$ cat src/rtl/axi_stream_pkg.sv
// Shared widths, lane count, FSM encoding and lane-keep reduction
// for the AXI-Stream to sorter-FIFO read path.
package axi_stream_pkg;

  localparam int AXIS_DW     = 512;
  localparam int SORT_W      = 128;
  localparam int N_LANES     = AXIS_DW / SORT_W;
  localparam int LANE_KB_MAX = 64;

  typedef enum logic {
    ST_IDLE   = 1'b0,
    ST_UNPACK = 1'b1
  } rd_state_t;

  function automatic logic lane_kept(
    input logic [LANE_KB_MAX-1:0] kb
  );
    return |kb;
  endfunction

endpackage

$ cat src/rtl/axis_lane_select.sv
// Picks lane ptr out of the buffered beat and reports whether
// any of its tkeep bytes is set.
module axis_lane_select
  import axi_stream_pkg::*;
#(
  parameter int DW = AXIS_DW,
  parameter int SW = SORT_W,
  parameter int N  = DW / SW,
  parameter int PW = (N > 1) ? $clog2(N) : 1
) (
  input  logic [DW-1:0]   i_data,
  input  logic [DW/8-1:0] i_keep,
  input  logic [PW-1:0]   i_ptr,
  output logic [SW-1:0]   o_item,
  output logic            o_kept
);

  localparam int KB = SW / 8;

  logic [SW-1:0] w_item [N];
  logic [N-1:0]  w_kept;

  for (genvar g = 0; g < N; g++) begin : g_lane
    assign w_item[g] = i_data[g*SW +: SW];
    assign w_kept[g] =
      lane_kept(LANE_KB_MAX'(i_keep[g*KB +: KB]));
  end

  assign o_item = w_item[i_ptr];
  assign o_kept = w_kept[i_ptr];

endmodule

$ cat src/rtl/axi_read_controller.sv
// Unpacks AXI-Stream beats into one sorter item per cycle,
// skipping unkept lanes and stalling on a full sorter FIFO.
module axi_read_controller
  import axi_stream_pkg::*;
#(
  parameter int C_AXIS_TDATA_WIDTH = AXIS_DW,
  parameter int C_SORTER_BIT_WIDTH = SORT_W
) (
  input  logic                            s_axis_aclk,
  input  logic                            s_axis_aresetn,
  input  logic                            s_axis_tvalid,
  output logic                            s_axis_tready,
  input  logic [C_AXIS_TDATA_WIDTH-1:0]   s_axis_tdata,
  input  logic [C_AXIS_TDATA_WIDTH/8-1:0] s_axis_tkeep,
  input  logic                            s_axis_tlast,
  input  logic                            fifo_in_full,
  output logic                            fifo_in_enq,
  output logic [C_SORTER_BIT_WIDTH-1:0]   fifo_in_item,
  output logic                            stream_done,
  output logic [31:0]                     item_count
);

  localparam int N  = C_AXIS_TDATA_WIDTH / C_SORTER_BIT_WIDTH;
  localparam int PW = (N > 1) ? $clog2(N) : 1;
  localparam int KW = C_AXIS_TDATA_WIDTH / 8;
  localparam logic [PW-1:0] LAST_P = PW'(N - 1);

  rd_state_t r_state;
  rd_state_t w_state_nx;

  logic [C_AXIS_TDATA_WIDTH-1:0] r_data;
  logic [KW-1:0]                 r_keep;
  logic                          r_last;
  logic [PW-1:0]                 r_ptr;
  logic [PW-1:0]                 w_ptr_nx;
  logic                          r_done;
  logic [31:0]                   r_cnt;

  logic                          w_kept;
  logic [C_SORTER_BIT_WIDTH-1:0] w_item;
  logic                          w_unpack;
  logic                          w_stall;
  logic                          w_adv;
  logic                          w_end;
  logic                          w_rdy;
  logic                          w_acc;
  logic                          w_load;
  logic                          w_enq;

  axis_lane_select #(
    .DW (C_AXIS_TDATA_WIDTH),
    .SW (C_SORTER_BIT_WIDTH),
    .N  (N),
    .PW (PW)
  ) u_sel (
    .i_data (r_data),
    .i_keep (r_keep),
    .i_ptr  (r_ptr),
    .o_item (w_item),
    .o_kept (w_kept)
  );

  assign w_unpack = (r_state == ST_UNPACK);
  assign w_stall  = w_unpack && w_kept && fifo_in_full;
  assign w_adv    = w_unpack && !w_stall;
  assign w_end    = w_adv && (r_ptr == LAST_P);
  assign w_enq    = w_unpack && w_kept && !fifo_in_full;

  // Reset gates tready so it stays low for the whole reset window
  assign w_rdy = s_axis_aresetn &&
                 ((r_state == ST_IDLE) || w_end);
  assign w_acc = w_rdy && s_axis_tvalid;

  always_comb begin
    w_state_nx = r_state;
    w_ptr_nx   = r_ptr;
    w_load     = 1'b0;
    unique case (r_state)
      ST_IDLE: begin
        if (w_acc) begin
          w_load     = 1'b1;
          w_ptr_nx   = '0;
          w_state_nx = ST_UNPACK;
        end
      end
      ST_UNPACK: begin
        if (w_end) begin
          w_ptr_nx   = '0;
          w_load     = w_acc;
          w_state_nx = w_acc ? ST_UNPACK : ST_IDLE;
        end else if (w_adv) begin
          w_ptr_nx = r_ptr + PW'(1);
        end
      end
      default: begin
        w_state_nx = ST_IDLE;
      end
    endcase
  end

  always_ff @(posedge s_axis_aclk or negedge s_axis_aresetn) begin
    if (!s_axis_aresetn) begin
      r_state <= ST_IDLE;
      r_ptr   <= '0;
      r_data  <= '0;
      r_keep  <= '0;
      r_last  <= 1'b0;
    end else begin
      r_state <= w_state_nx;
      r_ptr   <= w_ptr_nx;
      if (w_load) begin
        r_data <= s_axis_tdata;
        r_keep <= s_axis_tkeep;
        r_last <= s_axis_tlast;
      end
    end
  end

  // The clear wins over a coinciding enqueue
  always_ff @(posedge s_axis_aclk or negedge s_axis_aresetn) begin
    if (!s_axis_aresetn) begin
      r_done <= 1'b0;
      r_cnt  <= '0;
    end else begin
      r_done <= w_end && r_last;
      if (r_done) begin
        r_cnt <= '0;
      end else if (w_enq) begin
        r_cnt <= r_cnt + 32'd1;
      end
    end
  end

  assign s_axis_tready = w_rdy;
  assign fifo_in_enq   = w_enq;
  assign fifo_in_item  = w_item;
  assign stream_done   = r_done;
  assign item_count    = r_cnt;

endmodule

$ cat config.mk
export PLATFORM = sky130hd
export DESIGN_NAME = axi_read_controller
export DESIGN_NICKNAME = d
export VERILOG_FILES = /design/src/rtl/axi_stream_pkg.sv /design/src/rtl/axis_lane_select.sv /design/src/rtl/axi_read_controller.sv
export SDC_FILE = /design/constraint.sdc
export NUM_CORES = 1
export LEC_CHECK = 0
export ABC_AREA = 1
export BUFFER_PORTS_ARGS = -buffer_cell sky130_fd_sc_hd__buf_2
export CAP_MARGIN = 20
export CORE_ASPECT_RATIO = 0.75
export CORE_MARGIN = 3
export CORE_UTILIZATION = 30
export DETAILED_ROUTE_END_ITERATION = 10
export SYNTH_ARGS = -nofsm -noshare
export SYNTH_HDL_FRONTEND = slang
export SYNTH_SLANG_ARGS = --single-unit
export TNS_END_PERCENT = 10
$ cat constraint.sdc
create_clock -name s_axis_aclk -period 1.8 [get_ports s_axis_aclk]
set_input_delay 0.18 -clock s_axis_aclk [delete_from_list [all_inputs] [get_ports s_axis_aclk]]
set_output_delay 0.18 -clock s_axis_aclk [all_outputs]
set_load 0.05 [all_outputs]
Word-level counts from Yosys, hierarchy flattened:

Cells that the tools add are included.
Widths: inputs -> output; s select.

* bits in registers: 613
* word-level logic and storage cells: 49
* output and inout port bits: 163

* eq/ne operators: 3
* bitwise operators: 2
* muxes and demuxes: 16
* magnitude comparators: 2
* reductions and logical operators: 17
* add/sub/neg operators: 2

Operators with widths (number)
* $bmux 128 s2: 1
* $mux 128: 2
* $mux 32: 2
* $reduce_or 16->1: 4
* $add 32x1->32 const B: 1
* $logic_and 1x1->1: 8
* $mux 2: 3
* $mux 1: 4
* $pmux 1 s2: 2
* $pmux 2 s2: 1
* $ge 3x3->1 const B: 1
* $lt 2x3->1 const B: 1
* $ne 3x1->1 const B: 1
* $not 2->3: 1
* $add 2x1->2 const B: 1
* $bmux 1 s2: 1
* $eq 2x2->1 const B: 1
* $logic_not 1->1: 2
* $ne 2x2->1 const B: 1
* $reduce_and 2->1: 1
* $reduce_bool 2->1: 1
* $logic_or 1x1->1: 1
* $not 1->1: 1

Logic depth before layout (Yosys ltp):

* depth in word-level cells: 14
* gate-level depth with buffers: 16
* depth with buffers taken out: 12

By module:

Synthesis repeated with hierarchy kept, for this count alone.

* cells, all modules: 3607
* area, all modules: 28449.8 sq um

Modules (own cells, without submodules)
* axi_read_controller: cells an instance 2819, area each 24563.6 sq um, times used 1, sequential area each 15339.7 sq um
* axis_lane_select: cells an instance 788, area each 3886.2 sq um, times used 1, sequential area each 0.0 sq um

Least setup slack after synthesis:

Ideal clock, no wire load.

* path kind: reg-to-output
* start point: register r_ptr[0]
* end point: output fifo_in_item[125]
* data required time: 1.620 ns
* path buffers: 4
* stages on the path, launching flop included: 8
* data arrival time: 2.248 ns
* path slack: -0.628 ns
* cells stage by stage: dfrtp_1 > buf_2 > clkbuf_1 > inv_1 > clkbuf_1 > clkbuf_1 > o21ai_0 > o22ai_1

* longest elaborated chain between the ends: 4

Ends and longest elaborated chain
* start, declared: RTL line axi_read_controller.sv:34 `logic [PW-1:0] r_ptr;`
* start signal, assigned: RTL line axi_read_controller.sv:110 `r_ptr <= w_ptr_nx;`
* $not 2->3 (not written as such): RTL line axis_lane_select.sv:29 `assign o_item = w_item[i_ptr];`
* $bmux 128 s2: RTL line axis_lane_select.sv:29
* $mux 128 (not written as such) (2 in series): RTL line axis_lane_select.sv:29
* end, declared: RTL line axi_read_controller.sv:18 `output logic [C_SORTER_BIT_WIDTH-1:0] fifo_in_item,`

Every way passes these cells. The select of a mux whose other input is x is not followed.

Final worst setup path:

* start point: register r_ptr[0]
* end point: output fifo_in_item[74]

The elaborated chain is that of the path after synthesis.

==> results.tsv <==
metric	value	unit
status	finished, violations left	
violations	setup timing	
arrival	2.40	ns
fin_worst_hold_slack	0.129	ns
clk_pin_slew	0.06	ns
ys_seq_area_frac	0.514	
die_area	103000	um2
critPathMaxFanout	65	
cts_root_buf	clkbuf_16	
rr_worst_depth	17	
synth_area_per_cell	8.16	um2
io_buffers	743	
ys.warnings.count	0	
vias	35000	
rsz0062_at_grt	true	
antenna_found_initial	22	
hold_violations	0	
powerDensity	1980	nW/um2
maxCapViolations	0	
clkSinkCount	613	
synth_top_area_frac	0.514	
drive_gt1_frac	0.317	
cts_tree	done	
critPathRequiredTime	1.62	ns
worstMarginPinSlew	0.622	ns
reg2reg_slack	-0.74	ns
hpwl	88900	um
nNetsFinal	5666	
synth-edff-count	0	
async_reset_ff_frac	1.00	
p_leak	24.2	nW
synth_cell_type_count	24	
netlist_area	29800	um2
synth.area.top_cells	dfrtp_1 (51%), nand2_1 (16%), nand4_1 (12%)	
cp-end-kind	primary output	
instances_no_fill	6476	
drc_errors	0	
grtUsageTotal	0.254	
die_h	279	um
first_pass_iters	5	
grt_max_degree	120	
pin_count	744	
start_kind	flop	
min_path_type	in -> reg	
initial_core_util	0.304	
gp_congestion	0.896	
drt-initial-drc-count	3462	
setup_slack	-0.785	ns
wl_per_cell	22.2	um
insertion_delay	0.65	ns
max_freq	387	MHz
cts_buffers	70	
synth_most_common_cell	nand2_1	
h-tree-depth	3	
criticalPathCategory	reg -> out	
yosysTopAreaCell	dfrtp_1	
syn_inst	3657	
ys.flop_type	dfrtp_1	
reg2reg_to	r_data[136]	
rows	99	
synth_nets	4240	
setup_viol	742	
grt_pass1_vias	34400	
ir_drop	1.50	mV
wl	144000	um
ant_nets	0	
viasPerCell	5.41	
rr_startpoint	r_ptr[0]	
die_x	370	um
ys_ff_latch	613	
grt_pass1_wl	206000	um
ys_top_cells_by_count	nand2_1 (1243), dfrtp_1 (613), nand4_1 (582), nor2_1 (317), o21ai_0 (273)	
drv_slew	0	
crit_path_end	fifo_in_item[74]	
core_area	98000	um2
gr-total-overflow	0	
maxSlewHeadroom	0.586	
skew	0.0307	ns
post-place-cells	5661	
clk_path_buf_depth	3	
period_needed	2.58	ns
crit_start	r_ptr[0]	
min_period_over_period	1.44	
areaGrowthSynthToFinish	70.4	%
[power breakdown]
group | total [mW] | switching (mW) | internal [mW]
clock network | 15.0 | 6.24 | 8.73
registers | 24.7 | 4.67 | 20.0
logic | 61.0 | 35.7 | 25.3
[kinds of logic (layout without fill, tap and decap cells)]
| kind of cell | after synthesis | count (layout) | synth area share |
|---|---|---|---|
| XOR/XNOR | 23 | 23 | 0.00675 |
| flip-flops | 613 | 613 | 0.514 |
| AND/OR/NAND/NOR | 2214 | 2214 | 0.331 |
| buffers and inverters | 385 | 1864 | 0.0696 |
| adder cells (fa/ha/maj) | 2 | 2 | 0.000839 |
| AO/OA/AOI/OAI | 420 | 420 | 0.0772 |
| other | 0 | 27 | 0 |
[through the flow]
| stage | power (mW) | util | setup TNS, ns | setup slack, ns | cell area (um2) |
|---|---|---|---|---|---|
| after CTS | 95.0 | 0.493 | -465.58 | -0.830 | 48300 |
| final | 101 | 0.519 | -462.88 | -0.785 | 50800 |
| after global routing | 105 | 0.518 | -560.29 | -0.911 | 50800 |
| after detailed placement | 74.2 | 0.399 | -400.27 | -0.662 | 39100 |
| after floorplan | 55.9 | - | -67.60 | -0.162 | 31600 |
| after global placement | 73.7 | 0.399 | -412.13 | -0.683 | 39100 |
[what timing repair did]
action / in CTS / in global routing
gates resized for setup: 363 / 384
pin swaps: 14 / 15
setup buffers: 13 / 17
hold buffers: 580 / 0
setup endpoints to repair: 740 / 743
hold endpoints to repair: 1078 / 0
gates cloned: 8 / 45
[cell usage in the layout (no fill, tap or decap), drive strengths merged]
cell type    instances
o21ai              273
o311ai               1
clkinvlp             2
nor3                25
o31ai               15
nor4                 4
o22ai              128
clkbuf             140
ha                   2
diode               27
dlygate4sd3        580
buf               1082
clkinv              15
nand3               38
nand2             1243
nor3b                1
nor2               317
a21oi                3
nand4              582
xnor2                9
bufinv               6
or2                  4
inv                 39
dfrtp              613
xor2                14
[worst max-delay path, cell delays in order, from the launching register on]
cell	delay, ns
dfrtp_4	0.54
buf_6	0.17
buf_16	0.18
o21ai_0	0.44
o22ai_4	0.12
buf_4	0.21
[layer usage]
| layer | routed length (um) | track usage | share of wire |
|---|---|---|---|
| met1 | 59700 | 0.338 | 0.42 |
| met2 | 64800 | 0.391 | 0.45 |
| met3 | 10900 | 0.0546 | 0.076 |
| met4 | 8080 | 0.124 | 0.056 |
| met5 | 23 | 0 | 0.00016 |
[flip-flops by register name, summed over array words and instances, names as in the netlist]
| name | cells |
|---|---|
| r_state | 1 |
| stream_done | 1 |
| r_keep | 64 |
| item_count | 32 |
| r_data | 512 |
| r_last | 1 |
| r_ptr | 2 |
[how the worst min path moves through the flow]
stage	startpoint	cells past startpoint	end
2_1_floorplan	s_axis_aresetn	0	item_count[0]
3_3_place_gp	s_axis_aresetn	1	r_data[275]
3_5_place_dp	s_axis_aresetn	1	r_data[275]
4_1_cts	fifo_in_full	6	stream_done
5_1_grt	fifo_in_full	6	r_state
6_report	fifo_in_full	6	r_state
[cell type report]
cell class / instances / area, um2
Antenna cell: 27 / 67.6
Clock buffer: 98 / 2020
Clock inverter: 27 / 320
Fill cell: 8455 / 47200
Inverter: 33 / 143
Multi-Input combinational cell: 2659 / 15200
Sequential cell: 613 / 15300
Tap cell: 1313 / 1640
Timing Repair Buffer: 1704 / 16000
Timing Repair inverter: 2 / 32.5
Note: power is estimated with default switching activity, not from simulation.
